<file path="src/rtl/flag_pkg.sv">
`default_nettype none
// ============================================================================
// Module   : flag_pkg
// Purpose  : Shared constants for the status-flag unit: flag bit positions,
//            branch condition codes and the default sticky-mode mask.
// Revision : 1.0 - initial release
// ============================================================================
package flag_pkg;

  // Flag bit positions inside FLAG_OUT
  localparam int c_FLAG_C = 0;
  localparam int c_FLAG_Z = 1;
  localparam int c_FLAG_B = 2;
  localparam int c_FLAG_N = 3;

  // Branch condition codes (COND_SEL encoding)
  localparam logic [3:0] c_COND_ALWAYS = 4'd0;
  localparam logic [3:0] c_COND_EQ     = 4'd1;
  localparam logic [3:0] c_COND_NE     = 4'd2;
  localparam logic [3:0] c_COND_CS     = 4'd3;
  localparam logic [3:0] c_COND_CC     = 4'd4;
  localparam logic [3:0] c_COND_BS     = 4'd5;
  localparam logic [3:0] c_COND_BC     = 4'd6;
  localparam logic [3:0] c_COND_MI     = 4'd7;
  localparam logic [3:0] c_COND_PL     = 4'd8;

  // Carry and borrow accumulate; zero and negative follow the ALU
  localparam logic [3:0] c_STICKY_MASK_DEFAULT = 4'b0101;

endpackage : flag_pkg
`default_nettype wire

</file>
<file path="src/rtl/flag_stack.sv">
`default_nettype none
// ============================================================================
// Module   : flag_stack
// Purpose  : Small LIFO for saved flag words. Supports push, pop and a
//            simultaneous push+pop swap of the top entry. Full/empty are
//            registered alongside the pointer; o_err pulses on an
//            overflowing push or underflowing pop.
// Revision : 1.0 - initial release
// ============================================================================
module flag_stack
  import flag_pkg::*;
#(
  parameter int WIDTH = 4,
  parameter int DEPTH = 4
) (
  input  logic             clk,
  input  logic             rst_n,
  input  logic             i_push,
  input  logic             i_pop,
  input  logic [WIDTH-1:0] i_data,
  output logic [WIDTH-1:0] o_top,
  output logic             o_pop_vld,
  output logic             o_full,
  output logic             o_empty,
  output logic             o_err
);

  localparam int c_PW = $clog2(DEPTH + 1);
  localparam int c_AW = (DEPTH > 1) ? $clog2(DEPTH) : 1;
  localparam logic [c_PW-1:0] c_PTR_MAX = c_PW'(DEPTH);

  logic [WIDTH-1:0] r_mem [0:(2**c_AW)-1];
  logic [c_PW-1:0]  r_ptr;
  logic [c_PW-1:0]  w_ptr_nxt;
  logic             r_full;
  logic             r_empty;
  logic [c_AW-1:0]  w_top_idx;
  logic [c_AW-1:0]  w_wr_idx;
  logic             w_swap;
  logic             w_push_do;
  logic             w_pop_do;
  logic             w_wr_en;

  // Push+pop on an empty stack degrades to a plain push
  assign w_swap    = i_push & i_pop & ~r_empty;
  assign w_push_do = i_push & ~w_swap & ~r_full;
  assign w_pop_do  = i_pop & ~i_push & ~r_empty;
  assign w_wr_en   = w_swap | w_push_do;

  assign w_top_idx = c_AW'(r_ptr - c_PW'(1));
  assign w_wr_idx  = w_swap ? w_top_idx : c_AW'(r_ptr);

  assign o_top     = r_mem[w_top_idx];
  assign o_pop_vld = w_swap | w_pop_do;
  assign o_err     = (i_push & ~i_pop & r_full) | (i_pop & ~i_push & r_empty);
  assign o_full    = r_full;
  assign o_empty   = r_empty;

  // Pointer next-state: a swap leaves the depth unchanged
  always_comb begin
    w_ptr_nxt = r_ptr;
    if (w_push_do) begin
      w_ptr_nxt = r_ptr + c_PW'(1);
    end else if (w_pop_do) begin
      w_ptr_nxt = r_ptr - c_PW'(1);
    end
  end

  // Pointer and its registered full/empty decodes
  always_ff @(posedge clk or negedge rst_n) begin
    if (!rst_n) begin
      r_ptr   <= '0;
      r_full  <= 1'b0;
      r_empty <= 1'b1;
    end else begin
      r_ptr   <= w_ptr_nxt;
      r_full  <= (w_ptr_nxt == c_PTR_MAX);
      r_empty <= (w_ptr_nxt == '0);
    end
  end

  // Entry storage; contents are meaningless above the pointer
  always_ff @(posedge clk) begin
    if (w_wr_en) begin
      r_mem[w_wr_idx] <= i_data;
    end
  end

endmodule : flag_stack
`default_nettype wire

</file>
<file path="src/rtl/flag_unit.sv">
`default_nettype none
// ============================================================================
// Module   : flag_unit
// Purpose  : Parametrised status-flag register with per-bit level/sticky
//            update, per-bit clear and a save/restore flag stack.
//            Optional branch-condition decode enabled by FLAG_UNIT_COND_EN.
// Revision : 1.0 - initial release
// ============================================================================
module flag_unit
  import flag_pkg::*;
#(
  parameter int                NFLAGS      = 4,
  parameter logic [NFLAGS-1:0] STICKY_MASK = NFLAGS'(c_STICKY_MASK_DEFAULT),
  parameter int                STK_DEPTH   = 4
) (
  input  logic              CLK,
  input  logic              RST,
  input  logic [NFLAGS-1:0] FLAG_IN,
  input  logic [NFLAGS-1:0] FLAG_WE,
  input  logic [NFLAGS-1:0] FLAG_CLR,
  input  logic              PUSH,
  input  logic              POP,
  output logic [NFLAGS-1:0] FLAG_OUT,
  output logic              STK_FULL,
  output logic              STK_EMPTY,
  output logic              STK_ERR
`ifdef FLAG_UNIT_COND_EN
  ,
  input  logic [3:0]        COND_SEL,
  output logic              COND_TRUE
`endif
);

  logic [NFLAGS-1:0] r_flags;
  logic [NFLAGS-1:0] w_bit_upd;
  logic [NFLAGS-1:0] w_flags_nxt;
  logic [NFLAGS-1:0] w_top;
  logic              w_pop_vld;
  logic              w_stk_err;
  logic              r_stk_err;

  flag_stack #(
    .WIDTH (NFLAGS),
    .DEPTH (STK_DEPTH)
  ) u_stack (
    .clk       (CLK),
    .rst_n     (RST),
    .i_push    (PUSH),
    .i_pop     (POP),
    .i_data    (r_flags),
    .o_top     (w_top),
    .o_pop_vld (w_pop_vld),
    .o_full    (STK_FULL),
    .o_empty   (STK_EMPTY),
    .o_err     (w_stk_err)
  );

  // Per-bit update: clear beats write; sticky bits OR in, level bits follow
  for (genvar gi = 0; gi < NFLAGS; gi++) begin : g_bit
    assign w_bit_upd[gi] = FLAG_CLR[gi] ? 1'b0 :
                           !FLAG_WE[gi] ? r_flags[gi] :
                           STICKY_MASK[gi] ? (r_flags[gi] | FLAG_IN[gi]) :
                           FLAG_IN[gi];
  end : g_bit

  // A valid restore overrides every per-bit write and clear
  assign w_flags_nxt = w_pop_vld ? w_top : w_bit_upd;

  // Flag register and sticky stack-error latch
  always_ff @(posedge CLK or negedge RST) begin
    if (!RST) begin
      r_flags   <= '0;
      r_stk_err <= 1'b0;
    end else begin
      r_flags   <= w_flags_nxt;
      r_stk_err <= r_stk_err | w_stk_err;
    end
  end

  assign FLAG_OUT = r_flags;
  assign STK_ERR  = r_stk_err;

`ifdef FLAG_UNIT_COND_EN
  // Branch condition decode from the registered flags
  always_comb begin
    COND_TRUE = 1'b0;
    case (COND_SEL)
      c_COND_ALWAYS: COND_TRUE = 1'b1;
      c_COND_EQ:     COND_TRUE = r_flags[c_FLAG_Z];
      c_COND_NE:     COND_TRUE = ~r_flags[c_FLAG_Z];
      c_COND_CS:     COND_TRUE = r_flags[c_FLAG_C];
      c_COND_CC:     COND_TRUE = ~r_flags[c_FLAG_C];
      c_COND_BS:     COND_TRUE = r_flags[c_FLAG_B];
      c_COND_BC:     COND_TRUE = ~r_flags[c_FLAG_B];
      c_COND_MI:     COND_TRUE = r_flags[c_FLAG_N];
      c_COND_PL:     COND_TRUE = ~r_flags[c_FLAG_N];
      default:       COND_TRUE = 1'b0;
    endcase
  end
`endif

endmodule : flag_unit
`default_nettype wire

</file>
<file path="config.mk">
export PLATFORM = sky130hd
export DESIGN_NAME = flag_unit
export DESIGN_NICKNAME = d
export VERILOG_FILES = /design/src/rtl/flag_pkg.sv /design/src/rtl/flag_stack.sv /design/src/rtl/flag_unit.sv
export SDC_FILE = /design/constraint.sdc
export NUM_CORES = 1
export LEC_CHECK = 0
export CORE_ASPECT_RATIO = 0.75
export CORE_MARGIN = 3
export CORE_UTILIZATION = 49
export DETAILED_ROUTE_END_ITERATION = 8
export GPL_TIMING_DRIVEN = 0
export PLACE_DENSITY = 0.76
export SETUP_SLACK_MARGIN = 0.02
export SYNTH_ARGS = -nofsm -noshare
export SYNTH_HDL_FRONTEND = slang
export SYNTH_SLANG_ARGS = --single-unit
</file>
<file path="constraint.sdc">
create_clock -name CLK -period 6.04 [get_ports CLK]
set_clock_uncertainty 0.15 [all_clocks]
set_input_delay 0.604 -clock CLK [delete_from_list [all_inputs] [get_ports CLK]]
set_output_delay 0.604 -clock CLK [all_outputs]
set_load 0.03 [all_outputs]
</file>
Yosys cells after proc, flatten, opt, wreduce, memory -nomap -nowiden:

Memories as Yosys holds them, arrays and structs flattened.
Cells that the tools add are included.

* flip-flop bits (word level): 10
* bits in writable memories: 16
* output and inout port bits: 7
* memories kept: 1

* add/subtract/negate cells: 2
* eq/ne operators: 1
* muxes and demuxes: 14
* bitwise gates (word level): 20
* reductions and logical operators: 5

Memories
* u_stack.r_mem: words 4, bits a word 4, read ports 1, clocked after Yosys merged registers in 0, wr ports 1, line flag_stack.sv:32 `logic [WIDTH-1:0] r_mem [0:(2**c_AW)-1];`

Operators by type and width (count)
* $reduce_bool 3->1: 4
* $mux 1: 10
* $and 1x1->1: 9
* $mux 3: 2
* $or 1x1->1: 6
* $not 1->1: 5
* $mux 4: 1
* $add 3x1->3 const B: 1
* $eq 3x3->1 const B: 1
* $logic_not 3->1: 1
* $sub 3x1->3 const B: 1
* $mux 2: 1

Longest topological paths before layout:

* depth after elaboration: 8
* mapped depth: 8
* gate-level depth less buffers: 6

By module:

Synthesis repeated with hierarchy kept, for this count alone.

* cells, all modules: 90
* area, all modules: 1237.4 sq um

By module, submodules not included
* flag_stack: times used 1, cells an instance 71, area an instance 1027.2 sq um, seq. area each 606.8 sq um
* flag_unit: times used 1, cells an instance 19, area an instance 210.2 sq um, seq. area each 125.1 sq um

Worst setup path after synthesis:

OpenSTA, ideal clock, no wires.

* path type: reg2reg
* start point: register u_stack.r_ptr[0]
* end point: memory u_stack.r_mem[1][0], enable pin
* arrival: 1.508 ns
* required time: 5.583 ns
* setup slack: 4.075 ns
* stages on the path, launching flop included: 8
* buffers on the path: 2
* period minus slack after synthesis: 1.965 ns
* cell sequence: dfrtp_1 -> buf_4 -> inv_2 -> ha_1 -> buf_2 -> inv_1 -> nor3_1 -> o21a_1

* word-level cells in the longest chain between the ends: 2

RTL lines
* from (decl): line flag_stack.sv:33 `logic [c_PW-1:0] r_ptr;`
* from (signal assigned): line flag_stack.sv:76 `r_ptr <= w_ptr_nxt;`
* $sub 3x1->3: line flag_stack.sv:50 `assign w_top_idx = c_AW'(r_ptr - c_PW'(1));`
* $mux 2 *: line flag_stack.sv:51 `assign w_wr_idx = w_swap ? w_top_idx : c_AW'(r_ptr);`
* to (decl): line flag_stack.sv:32

Mark *: on every way between the ends. The rest lies on a longest branch, timed or not.

Worst setup path after layout:

* start point: register u_stack.r_full (netlist: u_stack.o_full)
* end point: output STK_FULL

RTL lines
* from (decl): line flag_stack.sv:35 `logic r_full;`
* from (signal assigned): line flag_stack.sv:77 `r_full <= (w_ptr_nxt == c_PTR_MAX);`
* to (decl): line flag_unit.sv:24 `output logic STK_FULL,`

No word-level cell between the ends.

==> results.yml <==
route:
  dr.pass1.iters: 4
  wire_per_inst_um: 16.7
  drc: 0
  postRouteAntennaNets: 0
  initialDrtViolationCount: 24
  routed_wirelength_mm: 2.34
  routed_via_density: 5.52
  vias: 773
floorplanning:
  start_util: 0.556
  row_count: 14
  die_h_um: 49.0
  fp.coreArea_um2: 2170
  fp.dieW_um: 63.4
  die_area_um2: 3100
  ios: 23
global_route:
  grt_pass1_wl_mm: 3.97
  grt_max_degree: 16
  grt-ovfl-total: 0
  antenna_found_initial: 0
  grt_pass1_vias: 769
  grt_usage: 0.171
worst_setup_path:
  cp_cell_sequence: "clkdlybuf4s50_1"
  path_depth: 1
  rrSetupSlack_ps: 3740
  crit_type: "flop to output port"
  slowest_stage: "clkdlybuf4s50_1"
  end_kind: "output port"
  arrival_ps: 1590
  r2r-start: "u_stack.r_ptr[0]"
  cp_max_fo: 7
  worstSetupStartpoint: "u_stack.o_full"
  cp-start-kind: "flop"
  reg2reg_to: "u_stack.r_mem[1][0]"
  rr_worst_depth: 7
  cp.required_ps: 5290
  crit_buf_inv: 1
  critical-path-top-delay-family: "buffers and inverters"
  cpPeakStageDelay_ps: 740
clock_network:
  cts_num_sinks: 26
  h-tree-depth: 1
  ctsResizeCount: 0
  cts_made_buffers: 3
  clk_latency_ps: 310
  cts_tree: "built"
  cts_hold_buf: 0
  cts_root_buffer: "clkbuf_4"
  clk_pin_slew_ps: 140
  cts_setup_buffers: 0
  clock_path_buffers: 2
place:
  postPlaceCellArea_um2: 1470
  hpwlAfterDp_mm: 1.76
  routabilityCongestion: 0.745
  port-buffer-count: 22
yosys:
  avgSynthCellArea_um2: 14.7
  yosysUniqueCellTypes: 33
  yosys_warnings: 0
  async_reset_ff_frac: 0.385
  synthFlopType: "edfxtp_1"
  netlist_area_um2: 1210
  ys_ff_latch: 26
  ys_seq_area_frac: 0.606
  postSynthCellCount: 82
  synthesis.nets: 100
  synth-edff-count: 16
power:
  power_density_nw_per_um2: 487
  p_leak_nw: 0.565
  ir_drop_mv: 0.251
timing:
  slew-limit-headroom: 0.665
  slew_violations: 0
  fin_crit_sh: 0.387
  fmax_mhz: 427
  rsz0062_at_grt: "no"
  worst_slew_pin_slew_ps: 501
  fin_tns_setup_ps: 0
  hold_violations: 0
  setup_viol: 0
  fin_crit_ps: 2340
layout:
  synthToLayoutAreaGrowth_pct: 25.9
  final_nets: 127
  diodes: 0
  drive_above_1_share: 0.204
  postLayoutCoreUtil: 0.700
  final_cell_area_um2: 1520
hold_path:
  whs_endpoint: "STK_ERR"
  min_from: "STK_ERR"
  holdCritPathClass: "flop to flop"
  min_path_cells: 2
status:
  outcome: "finished clean"
job:
  cap_violations: 0
report_power, final:
| group | internal [mW] | switching (mW) |
|---|---|---|
| combinational | 0.142 | 0.164 |
| sequential | 0.265 | 0.0524 |
| clock | 0.0671 | 0.0501 |
| total | 0.474 | 0.267 |
registers in the layout, summed over array words and instances (netlist names):
register         flops
u_stack.r_mem       16
FLAG_OUT             4
u_stack.r_ptr        3
STK_ERR              1
u_stack.o_empty      1
u_stack.o_full       1
cell usage in the layout (no fill, tap or decap), drive strengths merged, types with 4 or more instances in the layout:
cell type	n
nor4	4
mux4	4
buf	4
edfxtp	16
clkdlybuf4s50	22
nand2	5
o31ai	4
dfrtp	9
inv	4
a21oi	4
worst max path at each step:
stage / to / slack [ps]
floorplan: u_stack.r_mem[1][0] / 4070
global route: u_stack.r_mem[1][3] / 3590
global placement: u_stack.r_mem[1][0] / 3550
CTS: STK_FULL / 3690
finish: STK_FULL / 3700
detailed placement: u_stack.r_mem[1][0] / 3470
Yosys cell counts, drive strengths merged (2+ instances only):
cell type / instances / share of area
o21a: 2 / 0.012
mux4: 4 / 0.075
ha: 2 / 0.021
a21oi: 4 / 0.023
inv: 4 / 0.012
nand2: 5 / 0.016
buf: 4 / 0.024
nor2b: 3 / 0.022
a31oi: 2 / 0.010
dfrtp: 9 / 0.19
edfxtp: 16 / 0.40
o31ai: 4 / 0.025
mux2i: 3 / 0.025
nor4: 4 / 0.021
nor3: 3 / 0.012
nor3b: 2 / 0.017
layout make-up:
class                           instances  area [µm²]
Clock inverter                          1        30.0
Timing Repair Buffer                   22         220
Multi-Input combinational cell         48         433
Tap cell                               32        40.0
Sequential cell                        26         732
Clock buffer                            3        22.5
Inverter                                4        15.0
Fill cell                             171         651
Buffer                                  4        28.8
cell families (layout without fill, tap and decap cells):
group	count (synthesis)	in the layout	share of synthesized area
simple gates	22	22	0.120
compound gates	15	15	0.0973
xor+xnor	2	2	0.0207
flops	26	26	0.606
mux	7	7	0.0994
buf+inv	8	34	0.0362
fa+ha+maj	2	2	0.0207
per-stage QoR:
stage	power [mW]	instances	setup WS [ps]	hold slack (ps)
2_1_floorplan	0.527	82	4070	158
3_3_place_gp	0.614	136	3550	318
3_5_place_dp	0.630	136	3470	322
4_1_cts	0.746	140	3690	354
5_1_grt	0.789	140	3590	392
6_report	0.741	140	3700	348
metal layers:
metal	track usage	wire [µm]	vias to the layer above
li1	-	-	363
met1	0.229	1030	375
met2	0.267	1120	33
met3	0.0599	179	2
met4	0.0430	13	0
met5	0	0	-
Note: power is estimated with default switching activity, not from simulation.
